**config.mk**
```make
export PLATFORM = sky130hd
export DESIGN_NAME = mem_stage
export DESIGN_NICKNAME = d
export VERILOG_FILES = /design/src/rtl/mem_stage.sv
export SDC_FILE = /design/constraint.sdc
export NUM_CORES = 1
export LEC_CHECK = 0
export ABC_AREA = 1
export BUFFER_PORTS_ARGS = -buffer_cell sky130_fd_sc_hd__buf_4
export CAP_MARGIN = 30
export CORE_MARGIN = 2
export CORE_UTILIZATION = 40
export DETAILED_ROUTE_END_ITERATION = 8
export GPL_TIMING_DRIVEN = 0
export PLACE_DENSITY = 0.69
export SYNTH_ARGS = -nofsm -noshare
export SYNTH_HDL_FRONTEND = slang
export SYNTH_SLANG_ARGS = --single-unit
```
**constraint.sdc**
```tcl
create_clock -name clk -period 1.6 [get_ports clk]
set_input_delay 0.08 -clock clk [delete_from_list [all_inputs] [get_ports clk]]
set_output_delay 0.08 -clock clk [all_outputs]
set_load 0.1 [all_outputs]
```
**src/rtl/mem_stage.sv**
```systemverilog
// mem_stage: memory-access pipeline stage; latches the execute bus, holds SRAM read data across stalls,
// extracts load bytes/halves/unaligned words and builds the write-back and forwarding buses.
module mem_stage (
  input  logic         clk,
  input  logic         resetn,
  input  logic         ws_allowin,
  output logic         ms_allowin,
  input  logic         es_to_ms_valid,
  input  logic [160:0] es_to_ms_bus,
  input  logic [31:0]  data_sram_rdata,
  output logic         ms_to_ws_valid,
  output logic [155:0] ms_to_ws_bus,
  output logic         ms_ex,
  input  logic         handle_ex,
  output logic [38:0]  ms_fwd_bus
);
  logic         r_valid;
  logic         r_first;
  logic [160:0] r_bus;
  logic [31:0]  r_rdata_buf;
  logic         w_ready_go;
  logic         w_accept;
  logic         w_ex;
  logic [4:0]   w_exccode;
  logic         w_bd;
  logic [31:0]  w_badvaddr;
  logic         w_eret;
  logic         w_mtc0;
  logic [7:0]   w_cp0_addr;
  logic [31:0]  w_cp0_wdata;
  logic         w_res_from_cp0;
  logic         w_res_from_mem;
  logic [1:0]   w_a;
  logic         w_lb, w_lbu, w_lh, w_lhu, w_lwl, w_lwr;
  logic         w_gr_we;
  logic [4:0]   w_dest;
  logic [31:0]  w_alu_result;
  logic [31:0]  w_pc;
  logic [31:0]  w_d;
  logic [7:0]   w_byte;
  logic [15:0]  w_half;
  logic [31:0]  w_mem;
  logic [31:0]  w_final;
  logic [3:0]   w_wstrb;

  assign {w_ex, w_exccode, w_bd, w_badvaddr, w_eret, w_mtc0, w_cp0_addr, w_cp0_wdata,
          w_res_from_cp0, w_res_from_mem, w_a, w_lb, w_lbu, w_lh, w_lhu, w_lwl, w_lwr,
          w_gr_we, w_dest, w_alu_result, w_pc} = r_bus;

  assign w_ready_go     = 1'b1;
  assign ms_allowin     = !r_valid || (w_ready_go && ws_allowin);
  assign ms_to_ws_valid = r_valid && w_ready_go;
  assign w_accept       = es_to_ms_valid && ms_allowin;

  always_ff @(posedge clk or negedge resetn) begin
    if (!resetn) begin
      r_valid     <= 1'b0;
      r_first     <= 1'b0;
      r_bus       <= '0;
      r_rdata_buf <= '0;
    end else begin
      r_valid <= handle_ex ? 1'b0 : ms_allowin ? es_to_ms_valid : r_valid;
      r_first <= w_accept;
      if (w_accept) r_bus <= es_to_ms_bus;
      if (r_first) r_rdata_buf <= data_sram_rdata;
    end
  end

  // SRAM data is only live in the first cycle; afterwards the captured copy stands in
  assign w_d    = r_first ? data_sram_rdata : r_rdata_buf;
  assign w_byte = w_d[{w_a, 3'b000} +: 8];
  assign w_half = w_d[{w_a[1], 4'b0000} +: 16];

  always_comb begin
    w_mem   = w_lb  ? {{24{w_byte[7]}}, w_byte} :
              w_lbu ? {24'b0, w_byte} :
              w_lh  ? {{16{w_half[15]}}, w_half} :
              w_lhu ? {16'b0, w_half} :
              w_lwl ? w_d << {~w_a, 3'b000} :
              w_lwr ? w_d >> {w_a, 3'b000} : w_d;
    w_final = w_res_from_mem ? w_mem : w_alu_result;
    w_wstrb = (!w_gr_we || w_ex) ? 4'b0000 :
              w_lwl ? 4'b1111 << ~w_a :
              w_lwr ? 4'b1111 >> w_a : 4'b1111;
  end

  assign ms_to_ws_bus = {w_ex, w_exccode, w_bd, w_badvaddr, w_eret, w_mtc0, w_cp0_addr, w_cp0_wdata,
                         w_res_from_cp0, w_wstrb, w_dest, w_final, w_gr_we, w_pc};
  assign ms_ex        = r_valid && (w_ex || w_eret);
  assign ms_fwd_bus   = {r_valid && w_gr_we && (w_dest != 5'd0), w_res_from_mem || w_res_from_cp0,
                         w_dest, w_final};
endmodule

```
==> impl_results.md <==
* Status: finished, violations left
* Failing checks: negative hold slack, negative setup slack
* Number of placement rows at 60
* CTS HTree Levels at 4
* Max-cap violations at 0
* Fin crit period at roughly 2.7 ns
* First-pass GRT wire length at 71650 µm
* Largest net degree at the start of global routing at 113
* CTS Sinks at just under 200
* Synthesized flop and latch total at between 150 and 200
* Mapped Nets at 1699
* Initial Util at 40.49%
* Pins Over Slew Limit at 0
* Initial DRC count at 926
* WS Path Type: flop to output port
* CTS Buf Count at 17
* Placement Setup Slack at -0.9443 ns
* WL/cell at 19.31 µm
* Worst hold slack at -0.09832 ns
* Required time worst endpoint at 1.52 ns
* Grt ovf at 0
* Seq pwr share at 23.4%
* Post-CTS Hold Fix Bufs at 167
* Io pins at 396
* Layout area overhead at 88.51%
* Worst setup EP type: output port
* Die Height at 168.5 µm
* Final Cycle Share at 167.4%
* Count leader, synth: nand2_1
* Synth Flop Type: dfrtp_1
* Via count at between 10000 and 15000
* Worst R2R Path Depth at 5
* Lkg Pwr at roughly 10 nW
* Most instantiated cells after synthesis: 740 x nand2_1, 195 x dfrtp_1, 162 x buf_4
* GPL Wtd Cong at 0.9394
* Final Hold Fails at 20
* Initial antenna violation count at 2
* Worst-skew pair later-pin latency at 0.45 ns
* Finished Core Util at between 70% and 80%
* Critical Path Start Type: flop
* RSZ-0062 raised after global routing: yes
* GRT Util Overall at 32.75%
* Post-synth EDFFs at 0
* Clock share of power at 18.5%
* Max Clk Rate at 0.3734 GHz
* Yosys warns at 0
* Final Net Count at between 2000 and 2500
* Switching Share at 48.76%
* Relative slew margins at 54.54%
* Max FO, Critical Path at 6
* Root buf cell: clkbuf_16
* Post-synthesis cell type count at 30
* DP HPWL at 32020 µm
* Critical Path Max Stage Delay at 0.41 ns
* Sw power at 0.01221 W
* Cell area after synthesis at about 11000 µm²
* Drt total wl at 48000 µm
* Clock transition at the registers of the reported paths at 0.09 ns
* HP Start: data_sram_rdata[4]
* Worst setup margin at -1.078 ns
* Largest delay contributor family on the critical path: buffers and inverters
* Drt drc at 0
* FF-to-FF Start: r_first
* Synth Instances at roughly 1500
* Levels on crit path at 14
* Critical path launch point: r_first
* Slew @ Worst Pin at 0.6819 ns
* Die Wd at 168.5 µm
* Biggest area consumer among synthesized cells: dfrtp_1
* Worst path slowest cell: dfrtp_1
* Crit-path most repeated cell: buf_12
* Arrival @ worst endpoint at 2.60 ns
* Hold depth at 3
* Detail-routed via count per cell at 5.052
* TritonCTS clock tree: built
* Fraction of layout cells with a size suffix above 1 at 43.63%
* Core Box Area at approximately 27000 µm²
* Synth top area share at 45.10%
* Sequential share of the synthesized area at 45.10%
* Gate power share at 58.0%
* Drt first pass iters at 6
* Vias in the first global route at around 13000
* Clk_skew at 0.01622 ns
* Syn Area/Cell at 7.209 µm²
* Max VDD drop at around 0.87 mV
* Routed Antenna Nets at 0
* Clock buffer depth at 2
* Top post-synthesis cells by area: dfrtp_1 45%, nand2_1 26%, buf_4 11%
* Asr flop ratio synth at 100.0%
* Die area at 28380 µm²
* Power Density at 1228 nW/µm²
* CP Cell Sequence: inv_2, buf_12, buf_12, buf_16, nand2_8, a21oi_4, nor2_1, nor2_1, nand3_1, nand2_1, nand2_2, a21oi_4, buf_12, buf_12
* HP Class: primary input to flop
* Port buffer count at 395
* Endpoints failing setup at 70
* Pint at roughly 0.013 W
* Crit path buffers/inverters at 6
## layout make-up
cell class	count	area, µm²
clock inverter	14	190.2
multi-input combinational	1028	5866
timing repair buffer	612	6177
tap	341	426.7
clock buffer	18	439.2
fill	1824	6329
sequential	195	4890
inverter	47	188.9
antenna	2	5.005
buffer	229	2215
## cells by family after synthesis
family / count (synthesis) / synth area share, %
AO/OA/AOI/OAI: 113 / 5.793
buffers and inverters: 278 / 15.61
flip-flops: 195 / 45.10
AND/OR/NAND/NOR: 915 / 33.50
## final timing paths
kind | to | slack [ns]
worst max-delay path | ms_to_ws_bus[50] | -1.08
worst min-delay path | r_rdata_buf[4] | -0.1
worst max register to register | r_rdata_buf[19] | 0.03
worst min register to register | r_bus[119] | 0.48
max in group asynchronous | ms_to_ws_valid | 0.31
min in group asynchronous | r_rdata_buf[5] | 0.20
## metrics by stage
step           power [W]  cells  setup TNS, ns  area [µm²]  hold slack (ns)
2_1_floorplan    0.01501   1501         -28.15       11910          -0.2156
3_3_place_gp     0.01754   2237        -261.55       15300           0.2276
3_5_place_dp     0.01762   2239         -67.81       15340           0.1331
4_1_cts          0.02439   2473         -61.69       19700          -0.1092
5_1_grt          0.02580   2486         -68.09       20400          -0.1067
6_report         0.02505   2486         -62.12       20400         -0.09832
## per-layer routing
metal / up-vias / wire, µm / global-route usage, %
li1: 5807 / - / -
met1: 5995 / 17410 / 37.00
met2: 608 / 24570 / 58.26
met3: 149 / 3400 / 7.365
met4: 0 / 2618 / 16.49
met5: - / 0 / 0
## timing repair
action | CTS | global route
pin swaps | 78 | 60
setup buffers | 29 | 12
gates cloned | 7 | 0
endpoints found under the setup margin | 184 | 170
gates resized for setup | 418 | 151
hold endpoints to repair | 267 | 18
## worst register-to-register path, delay by kind of cell (launching register included)
kind	cells	cell delay [ns]
flip-flops	1	0.41
AND/OR/NAND/NOR	2	0.24
buffers and inverters	3	0.87
## power groups by stage
| stage | clock (W) | sequential (W) | combinational (W) |
|---|---|---|---|
| after global placement | 0 | 0.00588 | 0.0117 |
| final | 0.00465 | 0.00586 | 0.0145 |
| after CTS | 0.00469 | 0.00582 | 0.0139 |
| after detailed placement | 0 | 0.00589 | 0.0117 |
| after floorplan | 0 | 0.00581 | 0.00920 |
| after global routing | 0.00486 | 0.00592 | 0.0150 |
## registers in the layout (all words and copies together) (netlist names)
register        count
r_bus             161
r_rdata_buf        32
ms_to_ws_valid      1
r_first             1
## cell usage in the layout (no fill, tap or decap), drive strengths merged, types with 2 or more instances in the layout
cell type / instances
nor2: 36
nand2: 743
and2: 5
a211oi: 3
buf: 635
diode: 2
clkbuf: 55
a22oi: 4
dfrtp: 195
a21oi: 56
bufbuf: 2
o21ai: 39
inv: 54
dlygate4sd3: 167
clkinv: 7
o21bai: 8
nand3: 127
(Power assumes the default switching activity.)
